--- src/rtl/axi_burst_master.sv ---
// axi_burst_master: single-outstanding AXI burst master.
// Each accepted command becomes one INCR burst of byte-wide beats. Bursts that would
// cross the slave window are rejected locally with SLVERR and cause no bus traffic.
module axi_burst_master #(
    parameter logic [2:0]  ID_VAL   = 3'd0,
    parameter logic [31:0] BOUNDARY = 32'h1000
) (
    input  logic        ACLK,
    input  logic        ARESET,
    // command interface
    input  logic        cmd_valid,
    output logic        cmd_ready,
    input  logic        cmd_write,
    input  logic [31:0] cmd_addr,
    input  logic [7:0]  cmd_len,
    // write-data stream
    input  logic        wd_valid,
    output logic        wd_ready,
    input  logic [7:0]  wd_data,
    // read-data stream
    output logic        rd_valid,
    input  logic        rd_ready,
    output logic [7:0]  rd_data,
    output logic        rd_last,
    // completion
    output logic        done,
    output logic [1:0]  done_resp,
    // write address channel
    output logic [2:0]  AWID,
    output logic [31:0] AWADDR,
    output logic [7:0]  AWLEN,
    output logic [2:0]  AWSIZE,
    output logic [1:0]  AWBURST,
    output logic        AWVALID,
    input  logic        AWREADY,
    // write data channel
    output logic [7:0]  WDATA,
    output logic        WSTRB,
    output logic        WLAST,
    output logic        WVALID,
    input  logic        WREADY,
    // write response channel
    input  logic [1:0]  BRESP,
    input  logic        BVALID,
    output logic        BREADY,
    // read address channel
    output logic [2:0]  ARID,
    output logic [31:0] ARADDR,
    output logic [7:0]  ARLEN,
    output logic [2:0]  ARSIZE,
    output logic [1:0]  ARBURST,
    output logic        ARVALID,
    input  logic        ARREADY,
    // read data channel
    input  logic [7:0]  RDATA,
    input  logic [1:0]  RRESP,
    input  logic        RLAST,
    input  logic        RVALID,
    output logic        RREADY
);

    typedef enum logic [2:0] {
        S_IDLE = 3'd0,
        S_AW   = 3'd1,
        S_W    = 3'd2,
        S_B    = 3'd3,
        S_AR   = 3'd4,
        S_R    = 3'd5,
        S_ERR  = 3'd6
    } state_t;

    // AXI responses are ordered by severity, so the worst is the numerically largest
    function automatic logic [1:0] worst_resp(input logic [1:0] a, input logic [1:0] b);
        return (a > b) ? a : b;
    endfunction

    state_t      r_state;
    logic [31:0] r_addr;
    logic [7:0]  r_len;
    logic [7:0]  r_cnt;
    logic        r_awvalid;
    logic        r_arvalid;
    logic        r_done;
    logic [1:0]  r_resp;
    logic [1:0]  r_rresp;
    // set for the one cycle after the final read beat; the read channel is closed then
    logic        r_rfin;

    logic [12:0] w_end;
    logic        w_range_err;
    logic        w_cnt_last;
    logic        w_in_w;
    logic        w_in_r;
    logic        w_wfire;
    logic        w_rfire;
    logic        w_rlast_bad;
    logic [1:0]  w_beat_resp;
    logic [1:0]  w_resp_acc;

    // end offset inside the window, kept one bit wider than the offset so it never wraps
    assign w_end       = {1'b0, cmd_addr[11:0]} + {5'd0, cmd_len};
    assign w_range_err = ({19'd0, w_end} >= BOUNDARY);

    assign w_cnt_last  = (r_cnt == r_len);
    assign w_in_w      = (r_state == S_W);
    assign w_in_r      = (r_state == S_R) && !r_rfin;
    assign w_wfire     = w_in_w && wd_valid && WREADY;
    assign w_rfire     = w_in_r && RVALID && rd_ready;

    // a slave whose RLAST disagrees with our own beat count is reported as SLVERR
    assign w_rlast_bad = (RLAST != w_cnt_last);
    assign w_beat_resp = worst_resp(RRESP, w_rlast_bad ? 2'b10 : 2'b00);
    assign w_resp_acc  = worst_resp(r_rresp, w_beat_resp);

    assign cmd_ready = (r_state == S_IDLE) && !ARESET;

    assign AWID    = ID_VAL;
    assign AWADDR  = r_addr;
    assign AWLEN   = r_len;
    assign AWSIZE  = 3'd0;
    assign AWBURST = 2'b01;
    assign AWVALID = r_awvalid;

    assign WDATA    = wd_data;
    assign WSTRB    = 1'b1;
    assign WLAST    = w_in_w && w_cnt_last;
    assign WVALID   = w_in_w && wd_valid;
    assign wd_ready = w_in_w && WREADY;

    assign BREADY = (r_state == S_B);

    assign ARID    = ID_VAL;
    assign ARADDR  = r_addr;
    assign ARLEN   = r_len;
    assign ARSIZE  = 3'd0;
    assign ARBURST = 2'b01;
    assign ARVALID = r_arvalid;

    assign RREADY   = w_in_r && rd_ready;
    assign rd_valid = w_in_r && RVALID;
    assign rd_data  = RDATA;
    assign rd_last  = w_in_r && w_cnt_last;

    assign done      = r_done;
    assign done_resp = r_resp;

    // transaction FSM: command acceptance, address phase, beat counting and completion
    always_ff @(posedge ACLK or posedge ARESET) begin
        if (ARESET) begin
            r_state   <= S_IDLE;
            r_addr    <= 32'd0;
            r_len     <= 8'd0;
            r_cnt     <= 8'd0;
            r_awvalid <= 1'b0;
            r_arvalid <= 1'b0;
            r_done    <= 1'b0;
            r_resp    <= 2'b00;
            r_rresp   <= 2'b00;
            r_rfin    <= 1'b0;
        end else begin
            r_done <= 1'b0;
            case (r_state)
                S_IDLE: begin
                    if (cmd_valid) begin
                        r_addr  <= cmd_addr;
                        r_len   <= cmd_len;
                        r_cnt   <= 8'd0;
                        r_rresp <= 2'b00;
                        if (w_range_err) begin
                            // done is raised now so it coincides with the ERR cycle
                            r_state <= S_ERR;
                            r_done  <= 1'b1;
                            r_resp  <= 2'b10;
                        end else if (cmd_write) begin
                            r_state   <= S_AW;
                            r_awvalid <= 1'b1;
                        end else begin
                            r_state   <= S_AR;
                            r_arvalid <= 1'b1;
                        end
                    end
                end
                S_ERR: begin
                    r_state <= S_IDLE;
                end
                S_AW: begin
                    if (AWREADY) begin
                        r_awvalid <= 1'b0;
                        r_state   <= S_W;
                    end
                end
                S_W: begin
                    if (w_wfire) begin
                        if (w_cnt_last) begin
                            r_cnt   <= 8'd0;
                            r_state <= S_B;
                        end else begin
                            r_cnt <= r_cnt + 8'd1;
                        end
                    end
                end
                S_B: begin
                    if (BVALID) begin
                        r_done  <= 1'b1;
                        r_resp  <= BRESP;
                        r_state <= S_IDLE;
                    end
                end
                S_AR: begin
                    if (ARREADY) begin
                        r_arvalid <= 1'b0;
                        r_state   <= S_R;
                    end
                end
                S_R: begin
                    if (r_rfin) begin
                        r_rfin  <= 1'b0;
                        r_state <= S_IDLE;
                    end else if (w_rfire) begin
                        r_rresp <= w_resp_acc;
                        if (w_cnt_last) begin
                            r_cnt  <= 8'd0;
                            r_rfin <= 1'b1;
                            r_done <= 1'b1;
                            r_resp <= w_resp_acc;
                        end else begin
                            r_cnt <= r_cnt + 8'd1;
                        end
                    end
                end
                default: begin
                    r_state <= S_IDLE;
                end
            endcase
        end
    end

endmodule

--- config.mk ---
export PLATFORM = sky130hd
export DESIGN_NAME = axi_burst_master
export DESIGN_NICKNAME = d
export VERILOG_FILES = /design/src/rtl/axi_burst_master.sv
export SDC_FILE = /design/constraint.sdc
export NUM_CORES = 1
export LEC_CHECK = 0
export CAP_MARGIN = 20
export CORE_ASPECT_RATIO = 0.8
export CORE_MARGIN = 2
export CORE_UTILIZATION = 36
export CTS_BUF_LIST = sky130_fd_sc_hd__clkbuf_8
export DETAILED_ROUTE_END_ITERATION = 10
export GPL_TIMING_DRIVEN = 0
export HOLD_SLACK_MARGIN = 0.02
export PLACE_DENSITY = 0.75
export SLEW_MARGIN = 0
export SYNTH_ARGS = -nofsm -noshare
export SYNTH_HDL_FRONTEND = slang
export SYNTH_SLANG_ARGS = --single-unit
export TNS_END_PERCENT = 10
--- constraint.sdc ---
create_clock -name ACLK -period 5.4 [get_ports ACLK]
set_input_delay 1.62 -clock ACLK [delete_from_list [all_inputs] [get_ports ACLK]]
set_output_delay 1.62 -clock ACLK [all_outputs]
set_load 0.03 [all_outputs]
==> results by group, run 1 <==
Timing
  • Slew Limit Fails: 0
  • Setup TNS: 0 ns
  • Fmax achieved: approximately 220 MHz
  • Final min period: around 4.6 ns
  • RSZ-0062 raised after global routing: false
  • Setup violators final: 0
  • Hold violation count in the final report: 0
  • Skew final: 0.00539 ns
  • Relative slew slack: between 40% and 50%
  • Worst slew pin tran: ~0.78 ns
  • Tcrit/Tclk final: 85.2%

Finish
  • Layout cells sized above 1: 26.2%
  • Commonest non-fill, non-tap cell in the layout: clkdlybuf4s50_1
  • Area grow syn2layout: 56.9%
  • Filler Cell Count: 850
  • Most frequent cells in the layout: clkdlybuf4s50_1, buf_4, dfrtp_1
  • Nets: 616
  • Ant. Diodes: 0

Setup path
  • CP delay by family, top: buffers and inverters
  • CP Class: primary input to primary output
  • Setup crit start kind: primary input
  • R2R Setup Slk: 1.84 ns
  • Crit path largest cell delay: roughly 0.7 ns
  • Buf/Inv on CP: 2
  • Worst setup EP type: primary output
  • CP max FO: 2
  • Most numerous cell on the critical path: clkdlybuf4s50_1
  • CP Data Required Time: roughly 3.8 ns
  • CP max-delay cell: clkdlybuf4s50_1
  • Crit-path cells: clkdlybuf4s50_1, nor3b_1, clkdlybuf4s50_1
  • Worst EP arrival: 2.98 ns

Clock tree
  • Root Buffer: clkbuf_8
  • Cts-stage hold buffer count: 0
  • Worst-Skew Late Latency: 0.33 ns
  • Htree depth: 3
  • CTS clk-pin slew, worst paths: 0.06 ns
  • TritonCTS buffer count: 9
  • TritonCTS clock tree: yes
  • Postcts setup bufs: 0
  • Sink Count: 59
  • Post-CTS sizing: 0
  • Clock buffer depth: 2

GRT
  • Maximum number of pins on one net before global-route repair: 33
  • Total global routing overflow: 0
  • Number of global-route vias before repair: 2945
  • Gr usage total: 16.7%
  • First-pass GRT wire length: 14400 um
  • Initial antenna violation count: 0

Drt
  • WL per Instance: 13.5 um
  • Antenna Nets Post-Route: 0
  • Final wirelength: 9090 um
  • Vias/cell: 4.51
  • Initial DRC count: 94
  • Remaining DRCs: 0
  • DRT Pass-1 Iters: 4
  • DR vias: 3029

Logic synthesis
  • Largest family of logic cells by synthesized area: buffers and inverters
  • Yosys reg bits: 59
  • Post-synthesis mux area share: 14.3%
  • Simple-gate portion of the synthesized area: 10.7%
  • Post-Synth XOR/XNOR Area: 2.19%
  • Sequential share of the synthesized area: 41.0%
  • Post-synth EDFFs: 0
  • Synth area leader: dfrtp_1
  • Post-synthesis compound-gate area fraction: 9.14%
  • Synth top area share: roughly two fifths
  • Synth Cell Area: 3600 um^2
  • Synth async-reset ratio: 100%
  • Count of distinct cell types in the synthesized netlist: between 40 and 50
  • Post-Syn Area per Cell: 10.6 um^2
  • Adder-Cell Fraction of Synth Area: roughly 4.7%
  • Post-Synthesis Cells: 340
  • YS warnings: 0
  • Dominant cells by area after synthesis: dfrtp_1, buf_4, mux2_2, ha_1, nand2_1
  • Synth Flop Type: dfrtp_1

Status
  • Status: finished clean

Place
  • Input/output buffers: approximately 160
  • Global placer's final weighted congestion: 0.806
  • Post-detail-place hpwl: 7170 um

Power and ir drop
  • Design Power: around 3400 uW
  • Max rail drop VDD: 0.000349 V
  • PwrDens: 606 nW/um^2
  • Leakage: 0.00252 uW

Min path
  • Worst Hold Class: flip-flop to flip-flop

Run
  • Maxcap violations: 0

Floorplanning
  • Core area: slightly below 10000 um^2
  • Rows: 32
  • Die area: 10800 um^2
  • Die H: 93.5 um
  • Initial Util: between 30% and 40%
  • IO Count: 198
  • Die X: 116 um
## where the power goes
part	total, uW	internal, uW	switching (uW)	leakage [uW]
sequential	808	639	169	0.000722
clock	339	171	168	0.0000943
combinational	2280	1090	1190	0.00170
## cell type report
| cell class | count | area (um^2) | share of cell area [%] |
|---|---|---|---|
| plain buffers | 84 | 618 | 10.9 |
| clock buffers | 10 | 138 | 2.44 |
| clock inverters | 5 | 22.5 | 0.399 |
| inverters | 6 | 22.5 | 0.399 |
| multi-input cells | 206 | 1540 | 27.3 |
| flip-flops and latches | 59 | 1480 | 26.1 |
| well taps | 136 | 170 | 3.01 |
| repair buffers | 165 | 1660 | 29.4 |
## final timing paths
path / from / end / cells after the start
worst max-delay path: rd_ready / RREADY / 3
worst min-delay path: done_resp[0] / done_resp[0] / 1
worst max register to register: r_cnt[0] / done_resp[0] / 13
worst min register to register: done_resp[0] / done_resp[0] / 1
max in group asynchronous: ARESET / r_cnt[7] / 3
min in group asynchronous: ARESET / ARADDR[13] / 2
## synthesized netlist by cell type, drive strengths merged (4+ instances only)
master  instances
dfrtp          59
nor2           11
inv             6
nand2          22
nor3            5
nor2b           4
a21oi           9
mux2           43
xnor2           8
o31ai           4
buf            81
ha             12
nand3           8
o21ai          15
## through the flow
step	hold slack (ns)	setup slack [ns]	instances	cell area [um^2]	util, %
2_1_floorplan	0.478	1.26	355	3660	-
3_3_place_gp	0.473	0.803	655	5470	56.4
3_5_place_dp	0.479	0.792	656	5490	56.7
4_1_cts	0.493	0.788	671	5650	58.3
5_1_grt	0.535	0.758	671	5650	58.3
6_report	0.489	0.801	671	5650	58.3
## metal layers
| metal | up-vias | part of all wire [%] | global-route usage [%] |
|---|---|---|---|
| met2 | 124 | 47 | 27.5 |
| met1 | 1436 | 43 | 21.2 |
| met3 | 8 | 8.8 | 5.18 |
| li1 | 1461 | - | - |
| met5 | - | 0 | 0 |
| met4 | 0 | 0.88 | 4.37 |
## kinds of logic (layout without fill, tap and decap cells)
family / Yosys count / in the layout
AOI/OAI and AO/OA: 50 / 50
xor gates and xnor gates: 9 / 9
adders and majority gates: 13 / 13
buffers and inverters: 90 / 270
DFF: 59 / 59
muxes: 46 / 46
other: 2 / 17
and+or+nand+nor: 71 / 71
## state kept, by name, summed over array words and instances, names as in the netlist
register,count
ARADDR,32
ARLEN,8
ARVALID,1
AWVALID,1
done,1
done_resp,2
r_cnt,8
r_rfin,1
r_rresp,2
r_state,3
Note: power is estimated with default switching activity, not from simulation.
==> run 2, diff against run 1 <==
clock period = 5.3 ns   (was 5.4 ns; I/O delays follow)
==> results of run 2 <==
The final DEF is identical to that of run 1. Status: finished clean.
Main changes from that run: setup slack after placement 0.792 ns -> 0.752 ns; setup slack after layout 0.801 ns -> 0.761 ns; register-to-register setup slack 1.84 ns -> 1.74 ns; total power 3430 uW -> 3490 uW; worst IR drop on VDD 0.000349 V -> 0.000355 V
